File: config.mk
export PLATFORM = sky130hd
export DESIGN_NAME = gray_conv_arbiter
export DESIGN_NICKNAME = d
export VERILOG_FILES = /design/src/rtl/gray_conv_arbiter.sv
export SDC_FILE = /design/constraint.sdc
export NUM_CORES = 1
export LEC_CHECK = 0
export ABC_AREA = 1
export CELL_PAD_IN_SITES_DETAIL_PLACEMENT = 0
export CELL_PAD_IN_SITES_GLOBAL_PLACEMENT = 2
export CORE_ASPECT_RATIO = 0.6
export CORE_MARGIN = 4
export CORE_UTILIZATION = 25
export CTS_BUF_LIST = sky130_fd_sc_hd__clkbuf_16
export DETAILED_ROUTE_END_ITERATION = 12
export PLACE_DENSITY_LB_ADDON = 0.1
export SETUP_SLACK_MARGIN = 0.5
export SLEW_MARGIN = 25
export SYNTH_ARGS = -nofsm -noshare
export SYNTH_HDL_FRONTEND = slang
export SYNTH_SLANG_ARGS = --single-unit
File: constraint.sdc
create_clock -name clk -period 2.2 [get_ports clk]
set_input_delay 0.33 -clock clk [delete_from_list [all_inputs] [get_ports clk]]
set_output_delay 0.33 -clock clk [all_outputs]
set_load 0.03 [all_outputs]
File: src/rtl/gray_conv_arbiter.sv
`timescale 1ns/1ps
// ---------------------------------------------------------------------------
// gray_conv_arbiter
//
// Several requesters share one serial Gray/binary code converter. A
// round-robin arbiter picks one pending request while the block is idle and
// captures that requester's operand and direction bit. The converter then
// resolves one result bit per cycle, MSB first. The result is held until the
// consumer accepts it.
//
// Ports
//   clk        : single clock; all state changes on the rising edge
//   rst        : synchronous active-high reset
//   req        : per-requester request, held high until granted
//   mode       : per-requester direction, 0 = Gray->binary, 1 = binary->Gray
//   din        : per-requester operand, requester i at [i*WIDTH +: WIDTH]
//   gnt        : one-hot grant, high only in the cycle the operand is captured
//   busy       : high whenever a conversion is in flight or awaiting pickup
//   dout       : converted result
//   dout_id    : index of the requester that owns dout
//   dout_valid : dout and dout_id hold a finished result
//   dout_ready : consumer accepts the result (ignored unless a result is held)
// ---------------------------------------------------------------------------
module gray_conv_arbiter #(
  parameter int N_REQ = 4,
  parameter int WIDTH = 4
) (
  input  logic                     clk,
  input  logic                     rst,
  input  logic [N_REQ-1:0]         req,
  input  logic [N_REQ-1:0]         mode,
  input  logic [N_REQ*WIDTH-1:0]   din,
  output logic [N_REQ-1:0]         gnt,
  output logic                     busy,
  output logic [WIDTH-1:0]         dout,
  output logic [$clog2(N_REQ)-1:0] dout_id,
  output logic                     dout_valid,
  input  logic                     dout_ready
);

  localparam int ID_W = $clog2(N_REQ);
  // Bit index width covers 0..WIDTH so that "index + 1" can address the
  // zero guard bit sitting above the MSB of the operand and result.
  localparam int IX_W = $clog2(WIDTH + 1);
  localparam logic [ID_W:0] N_W = (ID_W + 1)'(N_REQ);

  localparam logic [1:0] IDLE = 2'd0;
  localparam logic [1:0] CONV = 2'd1;
  localparam logic [1:0] DONE = 2'd2;

  logic [1:0]       state;
  logic [ID_W-1:0]  ptr;
  logic [ID_W-1:0]  sel;
  logic [ID_W-1:0]  cand;
  logic             found;
  logic [ID_W-1:0]  id_q;
  logic             cmode;
  logic [IX_W-1:0]  idx;
  logic [IX_W-1:0]  idx_up;
  // Operand and result carry an extra always-zero bit at position WIDTH,
  // which provides the r[WIDTH] = b[WIDTH] = 0 boundary for the MSB step.
  logic [WIDTH:0]   src;
  logic [WIDTH:0]   res;
  logic             hi_bit;
  logic             new_bit;
  logic [WIDTH-1:0] slice [N_REQ];

  // Modulo-N_REQ addition used for both the search order and pointer update.
  function automatic logic [ID_W-1:0] wrap_add(input logic [ID_W-1:0] base,
                                               input logic [ID_W:0]   off);
    logic [ID_W:0] sum;
    sum = {1'b0, base} + off;
    if (sum >= N_W) begin
      sum = sum - N_W;
    end
    return sum[ID_W-1:0];
  endfunction

  for (genvar g = 0; g < N_REQ; g++) begin : g_slice
    assign slice[g] = din[g*WIDTH +: WIDTH];
  end

  // Round-robin search: first set request at or after ptr, wrapping.
  always_comb begin
    found = 1'b0;
    sel   = '0;
    cand  = '0;
    for (int k = 0; k < N_REQ; k++) begin
      cand = wrap_add(ptr, (ID_W + 1)'(k));
      if (!found && req[cand]) begin
        found = 1'b1;
        sel   = cand;
      end
    end
  end

  // Grant only from IDLE and never while reset is asserted.
  always_comb begin
    gnt = '0;
    if (!rst && state == IDLE && found) begin
      gnt[sel] = 1'b1;
    end
  end

  // One conversion step. Both directions XOR the current operand bit with
  // the bit above it; Gray->binary takes that upper bit from the result
  // already resolved, binary->Gray takes it from the operand itself.
  always_comb begin
    idx_up  = idx + IX_W'(1);
    hi_bit  = cmode ? src[idx_up] : res[idx_up];
    new_bit = src[idx] ^ hi_bit;
  end

  // Main FSM: capture on grant, count idx down through CONV, hold in DONE
  // until accepted, then advance the pointer past the served requester.
  always_ff @(posedge clk) begin
    if (rst) begin
      state <= IDLE;
      ptr   <= '0;
      id_q  <= '0;
      cmode <= 1'b0;
      idx   <= '0;
      src   <= '0;
      res   <= '0;
    end else begin
      case (state)
        IDLE: begin
          if (found) begin
            src   <= {1'b0, slice[sel]};
            cmode <= mode[sel];
            id_q  <= sel;
            idx   <= IX_W'(WIDTH - 1);
            res   <= '0;
            state <= CONV;
          end
        end
        CONV: begin
          res[idx] <= new_bit;
          if (idx == '0) begin
            state <= DONE;
          end else begin
            idx <= idx - IX_W'(1);
          end
        end
        DONE: begin
          if (dout_ready) begin
            state <= IDLE;
            ptr   <= wrap_add(id_q, (ID_W + 1)'(1));
          end
        end
        default: begin
          state <= IDLE;
        end
      endcase
    end
  end

  assign busy       = (state != IDLE);
  assign dout_valid = (state == DONE);
  assign dout       = res[WIDTH-1:0];
  assign dout_id    = id_q;

endmodule

==> out/qor.yml, run 1 <==
synthesis:
  ys_seq_area_frac: 0.2523
  synth_nets: 280
  ys_types: 30
  syn_inst: 250
  syn-cell-area_um2: 1508
  synthFlopType: "dfxtp_1"
  yosysWarnings: 0
  syn_avg_cell_area_um2: 6.031
  ys_async_sr_fraction: 0
  synth_edf_count: 0
  synth-seq-cells: 19
sta:
  setup_viol: 0
  finalCritPeriodShare: 0.9963
  finalClockSkew_ns: 0.001929
  drv_slew: 0
  hold_viol_final: 0
  rsz0062_at_grt: "yes"
  max_slew_margin: 0.7831
  worst_slew_pin_slew_ns: 0.3241
  fin_hold_ws_ns: 0.4914
  fmax_mhz: 456.2
  min_period_ns: 2.192
routing:
  drt-total-wl_mm: 4.777
  vias: 1727
  first_iter_violations: 68
  drt-wirelength-per-cell_um: 12.12
  drtPass1Iterations: 5
  drc: 0
  via_per_inst: 4.383
  postRouteAntennaNets: 0
cells_and_area:
  finish.utilization: 0.4452
  num_antenna_cells: 0
  nets: 345
  areaGrowthSynthToFinish_pct: 68.38
  fill_cells: 599
  drive_gt1_frac: 0.3503
critical_path:
  crit_cells: 10
  r2r_slack_ns: 0.29
  cp_max_fo: 5
  cpMaxStageDelayCell: "dfxtp_4"
  timing.critical_path.max_delay_family: "simple AND/OR/NAND/NOR gates"
  rr_endpoint: "src[3]$_SDFFE_PP0P_"
  r2r_cells: 17
  critPathBufInv: 3
  rr_startpoint: "ptr[0]$_SDFFE_PP0P_"
  path_cells: "buf_6 > nand2_4 > nand2_8 > o21ai_4 > nand3b_1 > nand2_2 > inv_4 > nand2_4 > nor3_4 > buf_6"
  cpPeakStageDelay_ns: 0.37
  cp-end-kind: "output port"
  endpoint: "gnt[1]"
  cp.required_ns: 1.87
  crit_start: "ptr[0]$_SDFFE_PP0P_"
  path_class: "reg2out"
  cp_data_arrival_time_ns: 1.86
  startpoint_type: "register"
floorplanning:
  die_width_um: 108.3
  initial_core_util: 0.2644
  coreArea_um2: 5702
  die_area_um2: 7378
  fp.dieH_um: 68.16
  fp-row-count: 21
  num_io_pins: 39
clock_network:
  cts_buffers: 3
  cts.sinks: 19
  clk-insertion-delay-late_ns: 0.25
  clkSlewWorstSetupHoldPaths_ns: 0.06
  root_buffer: "clkbuf_16"
  cts_buffer_depth: 2
  htreeDepth: 1
  tritoncts: "built"
place:
  dpl.hpwl_mm: 3.561
  port_buffers: 38
  globalplace.congestion: 0.7723
power_and_ir_drop:
  p_leak_nw: 1.149
  peakVddDrop_uv: 459.4
  power.density_nw_per_um2: 797.4
global_routing:
  grt_pass1_vias: 1629
  antenna_found_initial: 0
  grt_pass1_wl_mm: 7.714
  grt_usage: 0.1324
  grt_overflow_total: 0
  grt_max_degree: 14
worst_hold_path:
  hold_class: "reg2reg"
status:
  status: "complete, no violations"
flow_run:
  max-cap-violations: 0
-- flip-flops by register name (all words and copies together), names as in the netlist --
signal,flops
res,5
src,4
idx,3
dout_id,2
ptr,2
state,2
cmode,1
-- power by group --
group,internal [mW],leakage [nW],total [mW],switching (mW)
sequential,0.406,0.158,0.448,0.0428
combinational,0.526,0.949,1.20,0.675
clock,0.242,0.0423,0.375,0.133
-- metrics by stage --
stage / TNS (ns) / power [mW] / cells / instance area, um^2 / setup WS, ns
floorplan: 0 / 1.111 / 250 / 1607 / 0.3078
global placement: -0.6537 / 1.418 / 372 / 2101 / -0.1798
detailed placement: -0.5491 / 1.394 / 372 / 2101 / -0.1423
CTS: -0.01355 / 1.881 / 388 / 2367 / -0.01355
global route: -0.2880 / 2.173 / 394 / 2539 / -0.1056
finish: 0 / 2.024 / 394 / 2539 / 0.008147
-- cell usage in the layout (no fill, tap or decap), types with 2 or more instances in the layout --
cell / count
buf_6: 10
dfxtp_1: 15
dfxtp_4: 3
inv_2: 8
nor2_4: 4
inv_1: 22
clkdlybuf4s50_1: 28
a21oi_1: 16
nand2_1: 59
o221ai_1: 2
dlygate4sd2_1: 6
a21oi_2: 4
nand3b_1: 6
nor3_4: 3
nor2_1: 14
nand2_2: 23
nand3_4: 3
clkbuf_16: 3
nand2_4: 7
o21ai_0: 6
nand3_1: 20
inv_4: 4
ha_1: 2
buf_4: 27
-- cell type report --
| type | count | area (um^2) | share of cell area |
|---|---|---|---|
| Clock inverter | 1 | 3.754 | 0.001479 |
| Clock buffer | 3 | 75.07 | 0.02957 |
| Sequential cell | 19 | 392.9 | 0.1548 |
| Timing Repair Buffer | 71 | 648.1 | 0.2553 |
| Multi-Input combinational cell | 186 | 1176 | 0.4633 |
| Tap cell | 80 | 100.1 | 0.03943 |
| Inverter | 34 | 142.6 | 0.05619 |
-- worst min path at each step --
| stage | from | to | slack, ns | cells past startpoint |
|---|---|---|---|---|
| 2_1_floorplan | res[4]$_SDFFE_PP0P_ | res[4]$_SDFFE_PP0P_ | 0.46 | 2 |
| 3_3_place_gp | res[4]$_SDFFE_PP0P_ | res[4]$_SDFFE_PP0P_ | 0.48 | 2 |
| 3_5_place_dp | res[4]$_SDFFE_PP0P_ | res[4]$_SDFFE_PP0P_ | 0.48 | 2 |
| 4_1_cts | res[4]$_SDFFE_PP0P_ | res[4]$_SDFFE_PP0P_ | 0.49 | 2 |
| 5_1_grt | res[2]$_SDFFE_PP0P_ | res[2]$_SDFFE_PP0P_ | 0.52 | 2 |
| 6_report | res[4]$_SDFFE_PP0P_ | res[4]$_SDFFE_PP0P_ | 0.49 | 2 |
-- cell families after synthesis --
logic type,Yosys count,share of synthesized area
fa+ha+maj,3,0.02490
xor+xnor,2,0.01162
compound gates,37,0.1361
buf+inv,45,0.1386
simple gates,144,0.4365
flops,19,0.2523
-- per-layer routing --
metal	vias to the layer above	track usage	part of all wire
met1	751	0.2041	0.56
met5	-	0	0
met4	0	0.009449	0.0025
met2	50	0.1920	0.38
met3	2	0.03110	0.057
li1	924	-	-
-- tightest hold or removal path, cell delays in order (launching register included) --
cell and delay, ns:
dfxtp_1 0.31, nand3b_1 0.08, a21oi_1 0.06
-- cell usage after synthesis, types with 2 or more instances --
library cell	number	share of area
a21oi_1	20	0.066
buf_2	2	0.0066
buf_4	6	0.030
buf_6	2	0.015
dfxtp_1	19	0.25
ha_1	3	0.025
inv_1	30	0.075
inv_2	4	0.010
nand2_1	79	0.20
nand2_2	9	0.037
nand2_4	2	0.015
nand3_1	22	0.073
nand3_2	2	0.013
nand3b_1	6	0.030
nor2_1	17	0.042
nor3_1	4	0.013
o21ai_0	8	0.027
o221ai_1	2	0.012
xnor2_1	2	0.012
-- what timing repair did --
| action | in CTS | in global routing |
|---|---|---|
| endpoints found under the setup margin | 21 | 19 |
| hold buffers | 0 | 0 |
| pin swaps | 25 | 28 |
| gates resized for setup | 41 | 33 |
| gates cloned | 0 | 0 |
| setup buffers | 12 | 6 |
(Power assumes the default switching activity.)
==> run 2: changes to the inputs <==
--- a/config.mk
+++ b/config.mk
@@ -15,7 +15,7 @@
 export DETAILED_ROUTE_END_ITERATION = 12
 export PLACE_DENSITY_LB_ADDON = 0.1
 export SETUP_SLACK_MARGIN = 0.5
-export SLEW_MARGIN = 25
+export SLEW_MARGIN = 30
 export SYNTH_ARGS = -nofsm -noshare
 export SYNTH_HDL_FRONTEND = slang
 export SYNTH_SLANG_ARGS = --single-unit
==> results of run 2 <==
No change in the layout: final DEF, timing and power equal those of run 1.
